===== config.mk =====
export PLATFORM = sky130hd
export DESIGN_NAME = mem_port_arbiter_flat
export DESIGN_NICKNAME = d
export VERILOG_FILES = /design/src/rtl/mem_port_arbiter_if.sv /design/src/rtl/mem_port_arbiter.sv /design/src/flat_wrapper.sv
export SDC_FILE = /design/constraint.sdc
export NUM_CORES = 1
export LEC_CHECK = 0
export ABC_AREA = 1
export CORE_AREA = 2 2 207 209
export DETAILED_ROUTE_END_ITERATION = 7
export DIE_AREA = 0 0 209 211
export DONT_BUFFER_PORTS = 1
export PLACE_DENSITY = 0.42
export SLEW_MARGIN = 0
export SYNTH_ARGS = -nofsm -noshare
export SYNTH_HDL_FRONTEND = slang
export SYNTH_SLANG_ARGS = --single-unit

===== constraint.sdc =====
create_clock -name clk -period 4.4 [get_ports clk]
set_clock_uncertainty 0.15 [all_clocks]
set_input_delay 0.88 -clock clk [delete_from_list [all_inputs] [get_ports clk]]
set_output_delay 0.88 -clock clk [all_outputs]
set_load 0.005 [all_outputs]

===== src/rtl/mem_port_arbiter_if.sv =====
// Purpose: bundles the fetch, load/store and memory-port signals of
//          mem_port_arbiter into one interface.
// Ports (signals):
//   fetch side : ifReq, ifAddr -> ifRdata, ifAck
//   data side  : dReq, dWe, dAddr, dWdata -> dRdata, dAck
//   memory side: sel, memReq, memWe, memAddr, memWdata <- memRdata, memReady
//   status     : err
// Modports: slave = arbiter view, master = CPU/memory environment view.
interface mem_port_arbiter_if #(
  parameter int unsigned dataWidth = 64,
  parameter int unsigned addrWidth = 64
);
  logic                 ifReq;
  logic [addrWidth-1:0] ifAddr;
  logic [dataWidth-1:0] ifRdata;
  logic                 ifAck;
  logic                 dReq;
  logic                 dWe;
  logic [addrWidth-1:0] dAddr;
  logic [dataWidth-1:0] dWdata;
  logic [dataWidth-1:0] dRdata;
  logic                 dAck;
  logic                 sel;
  logic                 memReq;
  logic                 memWe;
  logic [addrWidth-1:0] memAddr;
  logic [dataWidth-1:0] memWdata;
  logic [dataWidth-1:0] memRdata;
  logic                 memReady;
  logic                 err;

  modport slave (
    input  ifReq, ifAddr, dReq, dWe, dAddr, dWdata, memRdata, memReady,
    output ifRdata, ifAck, dRdata, dAck, sel, memReq, memWe, memAddr,
           memWdata, err
  );

  modport master (
    output ifReq, ifAddr, dReq, dWe, dAddr, dWdata, memRdata, memReady,
    input  ifRdata, ifAck, dRdata, dAck, sel, memReq, memWe, memAddr,
           memWdata, err
  );
endinterface


===== src/rtl/mem_port_arbiter.sv =====
// Purpose: round-robin arbiter sharing one memory port between instruction
//          fetch and load/store. Sequences request/ready, returns read data
//          to the winner and raises a sticky error on memory timeout.
// Ports:
//   clk  - clock, all state on rising edge
//   rst  - synchronous active-high reset
//   bus  - mem_port_arbiter_if.slave (fetch, data and memory-port signals)
module mem_port_arbiter #(
  parameter int unsigned dataWidth = 64,
  parameter int unsigned addrWidth = 64,
  parameter int unsigned maxWait   = 15
) (
  input  logic                clk,
  input  logic                rst,
  mem_port_arbiter_if.slave   bus
);

  localparam int unsigned WaitW = 8;

  typedef enum logic [1:0] {
    S_IDLE  = 2'd0,
    S_GRANT = 2'd1,
    S_DONE  = 2'd2
  } state_t;

  state_t               r_state, w_state_nxt;
  logic                 r_sel, w_sel_nxt;
  logic                 r_mem_req, w_mem_req_nxt;
  logic                 r_mem_we, w_mem_we_nxt;
  logic [addrWidth-1:0] r_mem_addr, w_mem_addr_nxt;
  logic [dataWidth-1:0] r_mem_wdata, w_mem_wdata_nxt;
  logic [dataWidth-1:0] r_if_rdata, w_if_rdata_nxt;
  logic [dataWidth-1:0] r_d_rdata, w_d_rdata_nxt;
  logic                 r_if_ack, w_if_ack_nxt;
  logic                 r_d_ack, w_d_ack_nxt;
  logic                 r_err, w_err_nxt;
  logic [WaitW-1:0]     r_wait_cnt, w_wait_cnt_nxt;
  // 1 = data won last, 0 = fetch won last
  logic                 r_last_grant, w_last_grant_nxt;

  logic w_any_req;
  logic w_pick_d;
  logic w_timeout;

  assign w_any_req = bus.ifReq | bus.dReq;
  // Data wins when alone, or on a tie when fetch was granted last.
  assign w_pick_d  = bus.dReq & (~bus.ifReq | ~r_last_grant);
  assign w_timeout = (r_wait_cnt == WaitW'(maxWait - 1));

  // State and output registers.
  always_ff @(posedge clk) begin
    if (rst) begin
      r_state      <= S_IDLE;
      r_sel        <= 1'b0;
      r_mem_req    <= 1'b0;
      r_mem_we     <= 1'b0;
      r_mem_addr   <= '0;
      r_mem_wdata  <= '0;
      r_if_rdata   <= '0;
      r_d_rdata    <= '0;
      r_if_ack     <= 1'b0;
      r_d_ack      <= 1'b0;
      r_err        <= 1'b0;
      r_wait_cnt   <= '0;
      r_last_grant <= 1'b1;
    end else begin
      r_state      <= w_state_nxt;
      r_sel        <= w_sel_nxt;
      r_mem_req    <= w_mem_req_nxt;
      r_mem_we     <= w_mem_we_nxt;
      r_mem_addr   <= w_mem_addr_nxt;
      r_mem_wdata  <= w_mem_wdata_nxt;
      r_if_rdata   <= w_if_rdata_nxt;
      r_d_rdata    <= w_d_rdata_nxt;
      r_if_ack     <= w_if_ack_nxt;
      r_d_ack      <= w_d_ack_nxt;
      r_err        <= w_err_nxt;
      r_wait_cnt   <= w_wait_cnt_nxt;
      r_last_grant <= w_last_grant_nxt;
    end
  end

  // Next-state logic.
  always_comb begin
    w_state_nxt = r_state;
    case (r_state)
      S_IDLE:  if (w_any_req) w_state_nxt = S_GRANT;
      S_GRANT: if (bus.memReady || w_timeout) w_state_nxt = S_DONE;
      S_DONE:  w_state_nxt = S_IDLE;
      default: w_state_nxt = S_IDLE;
    endcase
  end

  // Next values of the registered outputs; acks default low so they last one cycle.
  always_comb begin
    w_sel_nxt        = r_sel;
    w_mem_req_nxt    = r_mem_req;
    w_mem_we_nxt     = r_mem_we;
    w_mem_addr_nxt   = r_mem_addr;
    w_mem_wdata_nxt  = r_mem_wdata;
    w_if_rdata_nxt   = r_if_rdata;
    w_d_rdata_nxt    = r_d_rdata;
    w_if_ack_nxt     = 1'b0;
    w_d_ack_nxt      = 1'b0;
    w_err_nxt        = r_err;
    w_wait_cnt_nxt   = r_wait_cnt;
    w_last_grant_nxt = r_last_grant;
    case (r_state)
      S_IDLE: begin
        if (w_any_req) begin
          w_sel_nxt        = w_pick_d;
          w_mem_addr_nxt   = w_pick_d ? bus.dAddr : bus.ifAddr;
          w_mem_we_nxt     = w_pick_d & bus.dWe;
          if (w_pick_d) w_mem_wdata_nxt = bus.dWdata;
          w_mem_req_nxt    = 1'b1;
          w_wait_cnt_nxt   = '0;
          w_last_grant_nxt = w_pick_d;
        end
      end
      S_GRANT: begin
        if (bus.memReady || w_timeout) begin
          w_mem_req_nxt = 1'b0;
          if (r_sel) begin
            w_d_rdata_nxt = bus.memReady ? bus.memRdata : '0;
            w_d_ack_nxt   = 1'b1;
          end else begin
            w_if_rdata_nxt = bus.memReady ? bus.memRdata : '0;
            w_if_ack_nxt   = 1'b1;
          end
          if (!bus.memReady) w_err_nxt = 1'b1;
        end else begin
          w_wait_cnt_nxt = r_wait_cnt + WaitW'(1);
        end
      end
      default: ;
    endcase
  end

  assign bus.sel      = r_sel;
  assign bus.memReq   = r_mem_req;
  assign bus.memWe    = r_mem_we;
  assign bus.memAddr  = r_mem_addr;
  assign bus.memWdata = r_mem_wdata;
  assign bus.ifRdata  = r_if_rdata;
  assign bus.dRdata   = r_d_rdata;
  assign bus.ifAck    = r_if_ack;
  assign bus.dAck     = r_d_ack;
  assign bus.err      = r_err;

endmodule


===== src/flat_wrapper.sv =====
// flat-port wrapper written by rule: the top's interface ports become plain ports
module mem_port_arbiter_flat 
#(
  parameter int unsigned dataWidth = 64,
  parameter int unsigned addrWidth = 64,
  parameter int unsigned maxWait   = 15
)
  (clk, rst, bus_ifReq, bus_ifAddr, bus_dReq, bus_dWe, bus_dAddr, bus_dWdata, bus_memRdata, bus_memReady, bus_ifRdata, bus_ifAck, bus_dRdata, bus_dAck, bus_sel, bus_memReq, bus_memWe, bus_memAddr, bus_memWdata, bus_err);
  mem_port_arbiter_if #(.dataWidth(dataWidth), .addrWidth(addrWidth)) bus_i ();
  input  logic clk;
  input  logic rst;
  input wire logic [$bits(bus_i.ifReq)-1:0] bus_ifReq;
  input wire logic [$bits(bus_i.ifAddr)-1:0] bus_ifAddr;
  input wire logic [$bits(bus_i.dReq)-1:0] bus_dReq;
  input wire logic [$bits(bus_i.dWe)-1:0] bus_dWe;
  input wire logic [$bits(bus_i.dAddr)-1:0] bus_dAddr;
  input wire logic [$bits(bus_i.dWdata)-1:0] bus_dWdata;
  input wire logic [$bits(bus_i.memRdata)-1:0] bus_memRdata;
  input wire logic [$bits(bus_i.memReady)-1:0] bus_memReady;
  output wire logic [$bits(bus_i.ifRdata)-1:0] bus_ifRdata;
  output wire logic [$bits(bus_i.ifAck)-1:0] bus_ifAck;
  output wire logic [$bits(bus_i.dRdata)-1:0] bus_dRdata;
  output wire logic [$bits(bus_i.dAck)-1:0] bus_dAck;
  output wire logic [$bits(bus_i.sel)-1:0] bus_sel;
  output wire logic [$bits(bus_i.memReq)-1:0] bus_memReq;
  output wire logic [$bits(bus_i.memWe)-1:0] bus_memWe;
  output wire logic [$bits(bus_i.memAddr)-1:0] bus_memAddr;
  output wire logic [$bits(bus_i.memWdata)-1:0] bus_memWdata;
  output wire logic [$bits(bus_i.err)-1:0] bus_err;
  assign bus_i.ifReq = bus_ifReq;
  assign bus_i.ifAddr = bus_ifAddr;
  assign bus_i.dReq = bus_dReq;
  assign bus_i.dWe = bus_dWe;
  assign bus_i.dAddr = bus_dAddr;
  assign bus_i.dWdata = bus_dWdata;
  assign bus_i.memRdata = bus_memRdata;
  assign bus_i.memReady = bus_memReady;
  assign bus_ifRdata = bus_i.ifRdata;
  assign bus_ifAck = bus_i.ifAck;
  assign bus_dRdata = bus_i.dRdata;
  assign bus_dAck = bus_i.dAck;
  assign bus_sel = bus_i.sel;
  assign bus_memReq = bus_i.memReq;
  assign bus_memWe = bus_i.memWe;
  assign bus_memAddr = bus_i.memAddr;
  assign bus_memWdata = bus_i.memWdata;
  assign bus_err = bus_i.err;
  mem_port_arbiter #(.dataWidth(dataWidth), .addrWidth(addrWidth), .maxWait(maxWait)) u_core (.clk(clk), .rst(rst), .bus(bus_i));
endmodule

=== After elaboration in Yosys (flattened, before gate mapping) ===
Index checks and enable logic that the tools add are counted.
Widths: inputs -> output; s select.

* Flip-flop bits (word level): 273

* Eq/ne operators: 5
* Multiplexer cells: 13
* Add/subtract/negate cells: 1
* Reductions and logical operators: 12
* Bitwise operators: 10

{| class="wikitable"
|+ Operators by type and width
! cell !! number
|-
| $mux 64 || 2
|-
| $reduce_and 3->1 || 6
|-
| $mux 8 || 2
|-
| $pmux 8 s2 || 1
|-
| $add 8x1->8 const B || 1
|-
| $eq 8x4->1 const B || 1
|-
| $not 1->1 || 6
|-
| $mux 1 || 4
|-
| $mux 2 || 2
|-
| $ne 2x1->1 const B || 2
|-
| $pmux 2 s2 || 1
|-
| $reduce_and 2->1 || 2
|-
| $reduce_or 3->1 || 1
|-
| $and 1x1->1 || 2
|-
| $eq 2x1->1 const B || 1
|-
| $logic_not 2->1 || 1
|-
| $ne 2x2->1 const B || 1
|-
| $or 1x1->1 || 2
|-
| $pmux 1 s2 || 1
|-
| $reduce_bool 2->1 || 1
|-
| $logic_or 1x1->1 || 1
|}

=== Logic depth before layout (Yosys ltp) ===
Gate-level depths: netlist of the first run.

* Depth after elaboration: 4
* Depth in mapped cells: 12
* Gate-level depth less buffers: 11

=== Worst setup path after synthesis of the first run ===
No wires, ideal clock.

* Path type: in2reg
* Start: in bus_ifReq
* End: reg u_core.r_mem_wdata[55], in the netlist u_core.bus.memWdata[55]
* Path buffers: 2
* Cell stages on the path: 9
* Arrival time: 1.803 ns
* Setup slack: 2.331 ns
* Library setup time: 0.116 ns
* Required time: 4.134 ns
* Cell sequence: nor2_1 > nor3_2 > inv_2 > nor2_1 > inv_1 > buf_2 > buf_1 > nor2_1 > nor2_1

* Longest elaborated chain between the ends: 4
* Elaborated cells between the ends (all ways): 5
* Classes of those cells: 4 x bitwise; 1 x reduce/logical

{| class="wikitable"
|+ Ends and longest elaborated chain
! what !! RTL line !! source
|-
| start: declaration || flat_wrapper.sv:12 || <nowiki>input wire logic [$bits(bus_i.ifReq)-1:0] bus_ifReq;</nowiki>
|-
| $not 1->1 || mem_port_arbiter.sv:47 || <nowiki>assign w_pick_d = bus.dReq & (~bus.ifReq | ~r_last_grant);</nowiki>
|-
| $or 1x1->1 || mem_port_arbiter.sv:47 ||
|-
| $and 1x1->1 || mem_port_arbiter.sv:47 ||
|-
| $reduce_and 3->1 (no source line) (*) || n/a ||
|-
| end signal: assignment || mem_port_arbiter.sv:72 || <nowiki>r_mem_wdata <= w_mem_wdata_nxt;</nowiki>
|-
| end: declaration || mem_port_arbiter.sv:31 || <nowiki>logic [dataWidth-1:0] r_mem_wdata, w_mem_wdata_nxt;</nowiki>
|}

Every way passes the cells marked *; elsewhere a longest branch is shown, timed or not.
A chain may end at the register's enable or synchronous reset.

=== Final worst setup path of the first run ===
* Start: reg u_core.r_wait_cnt[0]
* End: reg u_core.r_d_rdata[54], in the netlist u_core.bus.dRdata[54]

* Longest elaborated chain between the ends: 3

{| class="wikitable"
|+ Ends and longest elaborated chain
! what !! RTL line !! source
|-
| start: declaration || mem_port_arbiter.sv:37 || <nowiki>logic [WaitW-1:0] r_wait_cnt, w_wait_cnt_nxt;</nowiki>
|-
| start signal: assignment || mem_port_arbiter.sv:78 || <nowiki>r_wait_cnt <= w_wait_cnt_nxt;</nowiki>
|-
| $eq 8x4->1 || mem_port_arbiter.sv:48 || <nowiki>assign w_timeout = (r_wait_cnt == WaitW'(maxWait - 1));</nowiki>
|-
| $logic_or 1x1->1 || mem_port_arbiter.sv:121 || <nowiki>if (bus.memReady || w_timeout) begin</nowiki>
|-
| $reduce_and 3->1 (no source line) || n/a ||
|-
| end signal: assignment || mem_port_arbiter.sv:74 || <nowiki>r_d_rdata <= w_d_rdata_nxt;</nowiki>
|-
| end: declaration || mem_port_arbiter.sv:33 || <nowiki>logic [dataWidth-1:0] r_d_rdata, w_d_rdata_nxt;</nowiki>
|}

Every way passes these cells.

==> results of run 1 <==
cells by family (layout without fill, tap and decap cells):
group,Yosys count,count (layout),synth area share
flops,273,273,0.494
compound gates,265,265,0.128
simple gates,787,787,0.277
other cells,0,1,0
buf+inv,274,227,0.0982
fa+ha+maj,2,2,0.00226
cells in the mapped netlist:
library cell,n
buf_6,2
dfxtp_1,273
nor3b_1,3
clkbuf_1,70
o21ai_1,10
inv_1,160
o21bai_1,2
a21oi_1,36
nor2_1,331
buf_2,22
nand2_1,413
nand3_2,1
o21ai_0,153
nor3_2,1
buf_1,13
buf_4,4
nand3_1,10
nand2_4,1
ha_1,2
inv_2,3
nand2_2,1
a31oi_1,64
nand3b_1,1
nand4_1,25
final cells by class:
type	instances	area (um^2)	area share
flip-flops and latches	273	5470	0.438
multi-input cells	1054	4530	0.364
clock buffers	46	967	0.0776
well taps	539	674	0.0541
inverters	163	617	0.0495
repair buffers	13	148	0.0118
clock inverters	5	56.3	0.00452
diodes	1	2.50	0.000201
sequential cells by signal, indices dropped and copies added, names as in the netlist, 2 cells and up:
name,flops
u_core.r_wait_cnt,8
u_core.bus.ifRdata,64
u_core.bus.dRdata,64
u_core.bus.memAddr,64
u_core.bus.memWdata,64
u_core.r_state,2
power breakdown:
group / total [mW] / internal, mW / switching [mW]
Clock: 2.66 / 1.58 / 1.08
Combinational: 0.528 / 0.165 / 0.363
Sequential: 2.83 / 2.66 / 0.175
layer usage:
metal / global-route usage / routed length (um) / up-vias
met3: 0.0809 / 4400 / 80
met5: 0 / 18 / -
met2: 0.266 / 17700 / 389
met1: 0.196 / 15500 / 4276
li1: - / - / 4873
met4: 0.0670 / 1340 / 2
worst paths after layout:
check                             from                     to  slack (ps)
setup / recovery  u_core.r_wait_cnt[0]  u_core.bus.dRdata[54]        1650
hold / removal                     rst       u_core.bus.memWe         280
setup reg to reg  u_core.r_wait_cnt[0]  u_core.bus.dRdata[54]        1650
hold reg to reg   u_core.r_wait_cnt[0]   u_core.r_wait_cnt[0]         340
critical path, cell delays in order, from the launching register on:
cell	delay, ps
dfxtp_1	340
inv_1	100
ha_1	150
inv_1	40
nor2_1	110
nand3_1	140
nand2_4	320
nand3_4	560
buf_4	480
nand2_1	100
nand2_1	50
nor2_1	110
==> impl_metrics.env, run 1 <==
export IMPL_p_leak_nw=5.71
export IMPL_nFillCells=4635
export IMPL_drv_slew=0
export IMPL_tightestPinTransition_ps=1190
export IMPL_start_kind="flip-flop"
export IMPL_die_h_um=211
export IMPL_mostFrequentLayoutCells="nand2_1, nor2_1, dfxtp_1, inv_1, o21ai_0"
export IMPL_route_detailed_drc=0
export IMPL_fin_setup_tns_ps=0
export IMPL_initialDrtViolationCount=553
export IMPL_final_common_cell="nand2_1"
export IMPL_initial_utilization=0.265
export IMPL_wl_per_cell_um=18.6
export IMPL_grt_max_degree=110
export IMPL_relSlewSlack=0.209
export IMPL_r2r_cells=11
export IMPL_dp_hpwl_um=27000
export IMPL_wl_um=39000
export IMPL_arrival_ps=3060
export IMPL_ys_ff_latch=273
export IMPL_yosys_area_top_type="dfxtp_1"
export IMPL_grt_pass1_wl_um=56900
export IMPL_h_tree_depth=2
export IMPL_status="completed"
export IMPL_design_die_area_um2=44100
export IMPL_fin_nets=1803
export IMPL_power_mw=6.02
export IMPL_hold_violations=0
export IMPL_cts_sinks=273
export IMPL_ys_top_cells_by_area="dfxtp_1, nand2_1, nor2_1"
export IMPL_post_cts_buffers=0
export IMPL_synth_avg_cell_area_um2=6.90
export IMPL_cts_buffers=34
export IMPL_min_path_cells=1
export IMPL_firstDrtPassIters=5
export IMPL_rsz0062_at_grt="false"
export IMPL_postRouteAntennaNets=0
export IMPL_syn2layout_area_growth_pct=12.8
export IMPL_gr_total_overflow=0
export IMPL_gp_congestion=0.805
export IMPL_min_path_type="input port to flip-flop"
export IMPL_stdcell_area_um2=12500
export IMPL_synthCells=1601
export IMPL_yosys_warnings=0
export IMPL_cts_path_max_buffers=3
export IMPL_placed_cells=2042
export IMPL_synthDominantCellAreaShare=0.494
export IMPL_clk_latency_ps=530
export IMPL_power_density_nw_per_um2=483
export IMPL_post_cts_resized=0
export IMPL_yosysSeqAreaShare=0.494
export IMPL_core_area_um2=41800
export IMPL_finalWorstSetupSlack_ps=1650
export IMPL_holdWs_ps=279
export IMPL_grt_total_usage=0.168
export IMPL_yosysUniqueCellTypes=24
export IMPL_syn_nets=1865
export IMPL_dp_slack_ps=1480
export IMPL_fin_util=0.298
export IMPL_cp_required_ps=4710
export IMPL_placed_area_um2=11400
export IMPL_num_vias=9620
export IMPL_ir_drop_mv=0.266
export IMPL_place_port_buffers=0
export IMPL_path_class="flip-flop to flip-flop"
export IMPL_fp_dieW_um=209
export IMPL_antenna_found_initial=2
export IMPL_min_period_over_period=0.626
export IMPL_cp_max_fo=53
export IMPL_cts_root_buf="clkbuf_16"
export IMPL_stdcell_count=2094
export IMPL_io_pins=524
export IMPL_clk_pin_slew_ps=60
export IMPL_netlist_area_um2=11100
export IMPL_max_freq_mhz=363
export IMPL_rows=75
export IMPL_max_cap_viol_count=0
export IMPL_viasPerCell=4.59
export IMPL_cp_end_kind="flip-flop"
export IMPL_period_minus_slack_ps=2750
export IMPL_grt_pass1_vias=9072
export IMPL_setup_viol=0
export IMPL_drive_above_1_share=0.0450
export IMPL_hold_buffers=0
export IMPL_cts_tree="built"
Power figures use the tool's default switching activity.
==> run 2: changes to the inputs <==
--- a/config.mk
+++ b/config.mk
@@ -6,11 +6,11 @@
 export NUM_CORES = 1
 export LEC_CHECK = 0
 export ABC_AREA = 1
-export CORE_AREA = 2 2 207 209
+export CORE_AREA = 2 2 202 204
 export DETAILED_ROUTE_END_ITERATION = 7
-export DIE_AREA = 0 0 209 211
+export DIE_AREA = 0 0 204 206
 export DONT_BUFFER_PORTS = 1
-export PLACE_DENSITY = 0.42
+export PLACE_DENSITY = 0.45
 export SLEW_MARGIN = 0
 export SYNTH_ARGS = -nofsm -noshare
 export SYNTH_HDL_FRONTEND = slang
==> constraint.sdc (replaced) <==
create_clock -name clk -period 2.2 [get_ports clk]
set_clock_uncertainty 0.15 [all_clocks]
set_input_delay 0.44 -clock clk [delete_from_list [all_inputs] [get_ports clk]]
set_output_delay 0.44 -clock clk [all_outputs]
set_load 0.005 [all_outputs]
==> impl_metrics.env, run 2 (same netlist as run 1, synthesis figures left out) <==
export IMPL_initial_utilization=0.275
export IMPL_final_common_cell="nand2_1"
export IMPL_gr_total_overflow=0
export IMPL_worst_r2r_startpoint="u_core.r_last_grant"
export IMPL_highest_layer="met5"
export IMPL_fin_nets=2076
export IMPL_fp_dieW_um=204
export IMPL_route_detailed_drc=0
export IMPL_grt_max_degree=129
export IMPL_core_area_um2=40200
export IMPL_postRouteAntennaNets=0
export IMPL_viasPerCell=4.61
export IMPL_rows=74
export IMPL_initialDrtViolationCount=619
export IMPL_dp_slack_ps=200
export IMPL_nFillCells=4180
export IMPL_min_period_over_period=0.951
export IMPL_max_freq_mhz=478
export IMPL_cts_buffers=34
export IMPL_h_tree_depth=2
export IMPL_die_h_um=206
export IMPL_fin_setup_tns_ps=0
export IMPL_clk_latency_ps=540
export IMPL_setup_viol=0
export IMPL_wl_um=44100
export IMPL_reg2reg_to="u_core.bus.memAddr[14]"
export IMPL_drive_above_1_share=0.0529
export IMPL_r2r_slack_ps=110
export IMPL_cts_root_buf="clkbuf_16"
export IMPL_clk_pin_slew_ps=60
export IMPL_grt_pass1_wl_um=61700
export IMPL_grt_total_usage=0.191
export IMPL_critPathLaunch="u_core.r_last_grant"
export IMPL_r2r_cells=8
export IMPL_relSlewSlack=0.293
export IMPL_cp_required_ps=2520
export IMPL_ir_drop_mv=0.622
export IMPL_design_die_area_um2=42000
export IMPL_syn2layout_area_growth_pct=39.5
export IMPL_min_path_type="input port to flip-flop"
export IMPL_status="completed"
export IMPL_route_met3_wl_um=3880
export IMPL_period_minus_slack_ps=2090
export IMPL_finalWorstSetupSlack_ps=107
export IMPL_max_cap_viol_count=0
export IMPL_cts_sinks=273
export IMPL_antenna_found_initial=5
export IMPL_cts_tree="built"
export IMPL_stdcell_area_um2=15400
export IMPL_gp_congestion=0.828
export IMPL_crit_end="u_core.bus.memAddr[14]"
export IMPL_mostFrequentLayoutCells="nand2_1, nor2_1, dfxtp_1, dlygate4sd3_1, inv_1"
export IMPL_placed_cells=2047
export IMPL_tightestPinTransition_ps=1060
export IMPL_num_vias=10900
export IMPL_power_mw=13.0
export IMPL_cp_max_fo=38
export IMPL_placed_area_um2=11600
export IMPL_power_density_nw_per_um2=841
export IMPL_place_port_buffers=0
export IMPL_grt_pass1_vias=10400
export IMPL_path_class="flip-flop to flip-flop"
export IMPL_wl_per_cell_um=18.6
export IMPL_start_kind="flip-flop"
export IMPL_drv_slew=0
export IMPL_stdcell_count=2371
export IMPL_firstDrtPassIters=5
export IMPL_p_leak_nw=7.07
export IMPL_io_pins=524
export IMPL_wl_met2_um=21000
export IMPL_wl_met1_um=16900
export IMPL_hold_violations=0
export IMPL_arrival_ps=2420
export IMPL_cp_end_kind="flip-flop"
export IMPL_dp_hpwl_um=27700
export IMPL_cts_path_max_buffers=3
-- run 2: cell types whose count changed in the layout (fill, tap and decap cells not counted), sizes merged --
cell         change
diode            +3
inv              +2
dlygate4sd3    +252
buf             +17
clkbuf           +8
clkinv           +2
-- run 2: layout make-up --
class | instances | area [um^2] | share of cell area
antenna | 4 | 10.0 | 0.000649
timing repair buffer | 286 | 3040 | 0.197
clock inverter | 9 | 87.6 | 0.00568
sequential | 273 | 5470 | 0.355
clock buffer | 50 | 1000 | 0.0650
inverter | 163 | 619 | 0.0402
tap | 532 | 666 | 0.0432
multi-input combinational | 1054 | 4530 | 0.294
-- run 2: what timing repair did --
action,CTS,global route
hold endpoints to repair,202,0
hold buffers,252,0
gates resized for setup,0,9
endpoints found under the setup margin,0,64
buffers inserted,0,3
-- run 2: worst min path at each step --
stage | from | endpoint | slack (ps) | depth (start not counted)
5_1_grt | bus_ifAddr[17] | u_core.bus.memAddr[17] | 7 | 2
3_5_place_dp | u_core.r_last_grant | u_core.r_last_grant | 290 | 2
6_report | bus_memRdata[22] | u_core.bus.dRdata[22] | 30 | 4
3_3_place_gp | u_core.r_last_grant | u_core.r_last_grant | 290 | 2
4_1_cts | bus_memReady | u_core.bus.dRdata[27] | 3 | 4
2_1_floorplan | u_core.r_last_grant | u_core.r_last_grant | 280 | 2
-- run 2: worst max-delay path: stages, from the launching register on --
cell and delay (ps):
dfxtp_1 310, nand2_1 60, nand2_2 90, buf_12 190, inv_4 140, clkbuf_16 210, nand2_1 70, a31oi_1 190
dlygate4sd3_1 590
-- run 2: routing by layer --
layer | GRT usage | vias up
met5 | 0 | -
met4 | 0.111 | 2
met3 | 0.0650 | 107
met2 | 0.318 | 506
met1 | 0.214 | 4893
li1 | - | 5417
-- run 2: per-stage QoR --
| step | utilization | hold WS, ps |
|---|---|---|
| 3_3_place_gp | 0.289 | 288 |
| 3_5_place_dp | 0.289 | 294 |
| 6_report | 0.384 | 27.1 |
| 2_1_floorplan | - | 283 |
| 4_1_cts | 0.379 | 2.96 |
| 5_1_grt | 0.384 | 7.21 |
-- run 2: power by group --
part / internal [mW] / switching, mW / total (mW)
clock: 3.29 / 2.26 / 5.55
combinational: 0.799 / 0.933 / 1.73
sequential: 5.31 / 0.373 / 5.68
==> variant, RTL diff (flow settings as in run 1) <==
`r_mem_addr`, `r_mem_wdata`, `r_if_rdata` and `r_d_rdata` no longer have a reset.
--- a/src/rtl/mem_port_arbiter.sv
+++ b/src/rtl/mem_port_arbiter.sv
@@ -55,8 +55,4 @@
       r_mem_req    <= 1'b0;
       r_mem_we     <= 1'b0;
-      r_mem_addr   <= '0;
-      r_mem_wdata  <= '0;
-      r_if_rdata   <= '0;
-      r_d_rdata    <= '0;
       r_if_ack     <= 1'b0;
       r_d_ack      <= 1'b0;
@@ -69,8 +65,4 @@
       r_mem_req    <= w_mem_req_nxt;
       r_mem_we     <= w_mem_we_nxt;
-      r_mem_addr   <= w_mem_addr_nxt;
-      r_mem_wdata  <= w_mem_wdata_nxt;
-      r_if_rdata   <= w_if_rdata_nxt;
-      r_d_rdata    <= w_d_rdata_nxt;
       r_if_ack     <= w_if_ack_nxt;
       r_d_ack      <= w_d_ack_nxt;
@@ -79,4 +71,11 @@
       r_last_grant <= w_last_grant_nxt;
     end
+  end
+
+  always_ff @(posedge clk) begin
+    r_mem_addr  <= w_mem_addr_nxt;
+    r_mem_wdata <= w_mem_wdata_nxt;
+    r_if_rdata  <= w_if_rdata_nxt;
+    r_d_rdata   <= w_d_rdata_nxt;
   end
 
Function: changed (a bounded check fails within 4 cycles, from zero or initial values and one cycle with rst high).
==> variant against run 1 <==
Wire length down 32%; sequential cell count unchanged; core utilization down 2.3 points; synthesized cell count down 55%; global-route usage down 5.7 points; count of clock-buffer cells in the layout down 14; critical path depth down 2; cell count down 38%; worst setup slack better by 0.25 ns; synthesized area down 11%; cell area down 7.6%; critical path type unchanged.
Power is not compared: it rests on default switching activity, and its combinational part moved more than twofold at a synthesized area within 25%.
==> variant: results (changes against run 1) <==
* Post-detail-place hpwl at 19,800 µm (was 27,000 µm)
* EDFF count, synth at 256 (was 0)
* Max stage delay on crit path at 0.54 ns (was 0.56 ns)
* Initial drt markers at 327 (was 553)
* Placement Setup Slack at 1.56 ns (was 1.48 ns)
* Global-route met3 utilization at 4.39% (was 8.09%)
* GP Congestion at 0.762 (was 0.805)
* Total CTS buffers at 29 (was 34)
* DRT met1 WL at 8830 µm (was 15,500 µm)
* Worst skew pair latency at 0.55 ns (was 0.53 ns)
* Fillers at 4,206 (was 4,635)
* DRT Pass-1 Iters at 4 (was 5)
* CP arrival at 2.58 ns (was 3.06 ns)
* Post-Route WL at 26,400 µm (was 39,000 µm)
* Slew @ Worst Pin at 1.01 ns (was 1.19 ns)
* Largest net degree at the start of global routing at 67 (was 110)
* Library cells used by synthesis at 27 (was 24)
* DR WL met3 at 2860 µm (was 4400 µm)
* Uppermost layer routed: met4 (was met5)
* Nets@finish at 1,002 (was 1,803)
* Placed instance area at 0.0106 mm² (was 0.0114 mm²)
* CP max-delay cell: nor2_4 (was nand3_4)
* Placed Cells incl. Taps at 1,246 (was 2,042)
* H-Tree Level Count at 1 (was 2)
* First-pass GRT wire length at 35,900 µm (was 56,900 µm)
* Vias in the first global route at 5,234 (was 9,072)
* Status: finished clean (unchanged)
* Routed length per instance at 20.3 µm (was 18.6 µm)
* Cells after Synth at 722 (was 1,601)
* Top FF cell, synth: edfxtp_1 (was dfxtp_1)
* Area contributors post-synth: edfxtp_1, nand2_1, dfxtp_1, inv_1, nor2_1 (was dfxtp_1, nand2_1, nor2_1, o21ai_0, inv_1)
* Tot GR Track Use at 11.2% (was 16.8%)
* Share of layout cells above drive strength 1 at 9.61% (was 4.50%)
* Crit-path max FO at 48 (was 53)
* GRT met1 Usage at 11.2% (was 19.6%)
-- variant: worst paths after layout --
check	start	cells past startpoint	end	slack [ns]
hold / removal	rst	1	u_core.bus.memWe$_SDFFE_PP0P_	0.24
setup reg to reg	u_core.r_wait_cnt[0]$_SDFFE_PP0P_	9	u_core.bus.dRdata[10]$_DFFE_PP_	1.90
setup / recovery	u_core.r_wait_cnt[0]$_SDFFE_PP0P_	9	u_core.bus.dRdata[10]$_DFFE_PP_	1.90
hold reg to reg	u_core.bus.memWe$_SDFFE_PP0P_	2	u_core.bus.memWe$_SDFFE_PP0P_	0.35
-- variant: worst max-delay path, delay by kind of cell (launching register included) --
| kind | cells | cell delay [ns] |
|---|---|---|
| and+or+nand+nor | 5 | 1.00 |
| DFF | 1 | 0.33 |
| buffers and inverters | 3 | 0.49 |
| adders and majority gates | 1 | 0.15 |
-- variant: cell type report --
| class | count | area share [%] |
|---|---|---|
| sequential | 273 | 69.7 |
| multi-input combinational | 346 | 12.7 |
| clock buffer | 32 | 6.40 |
| tap | 539 | 5.86 |
| inverter | 81 | 2.68 |
| clock inverter | 21 | 1.93 |
| timing repair buffer | 7 | 0.674 |
| antenna | 1 | 0.0217 |
-- variant: kinds of logic (layout without fill, tap and decap cells) --
| logic type | after synthesis | count (layout) | share of synthesized area [%] |
|---|---|---|---|
| other | 0 | 1 | 0 |
| buffers and inverters | 103 | 141 | 4.15 |
| adders and majority gates | 2 | 2 | 0.253 |
| DFF | 273 | 273 | 81.2 |
| AOI/OAI and AO/OA | 14 | 14 | 0.874 |
| and+or+nand+nor | 330 | 330 | 13.5 |
-- variant: where the power goes --
part / total, µW / internal (µW) / switching [µW]
clock: 2470 / 1450 / 1020
combinational: 263 / 65.8 / 197
sequential: 3140 / 3030 / 111
total: 5880 / 4550 / 1330
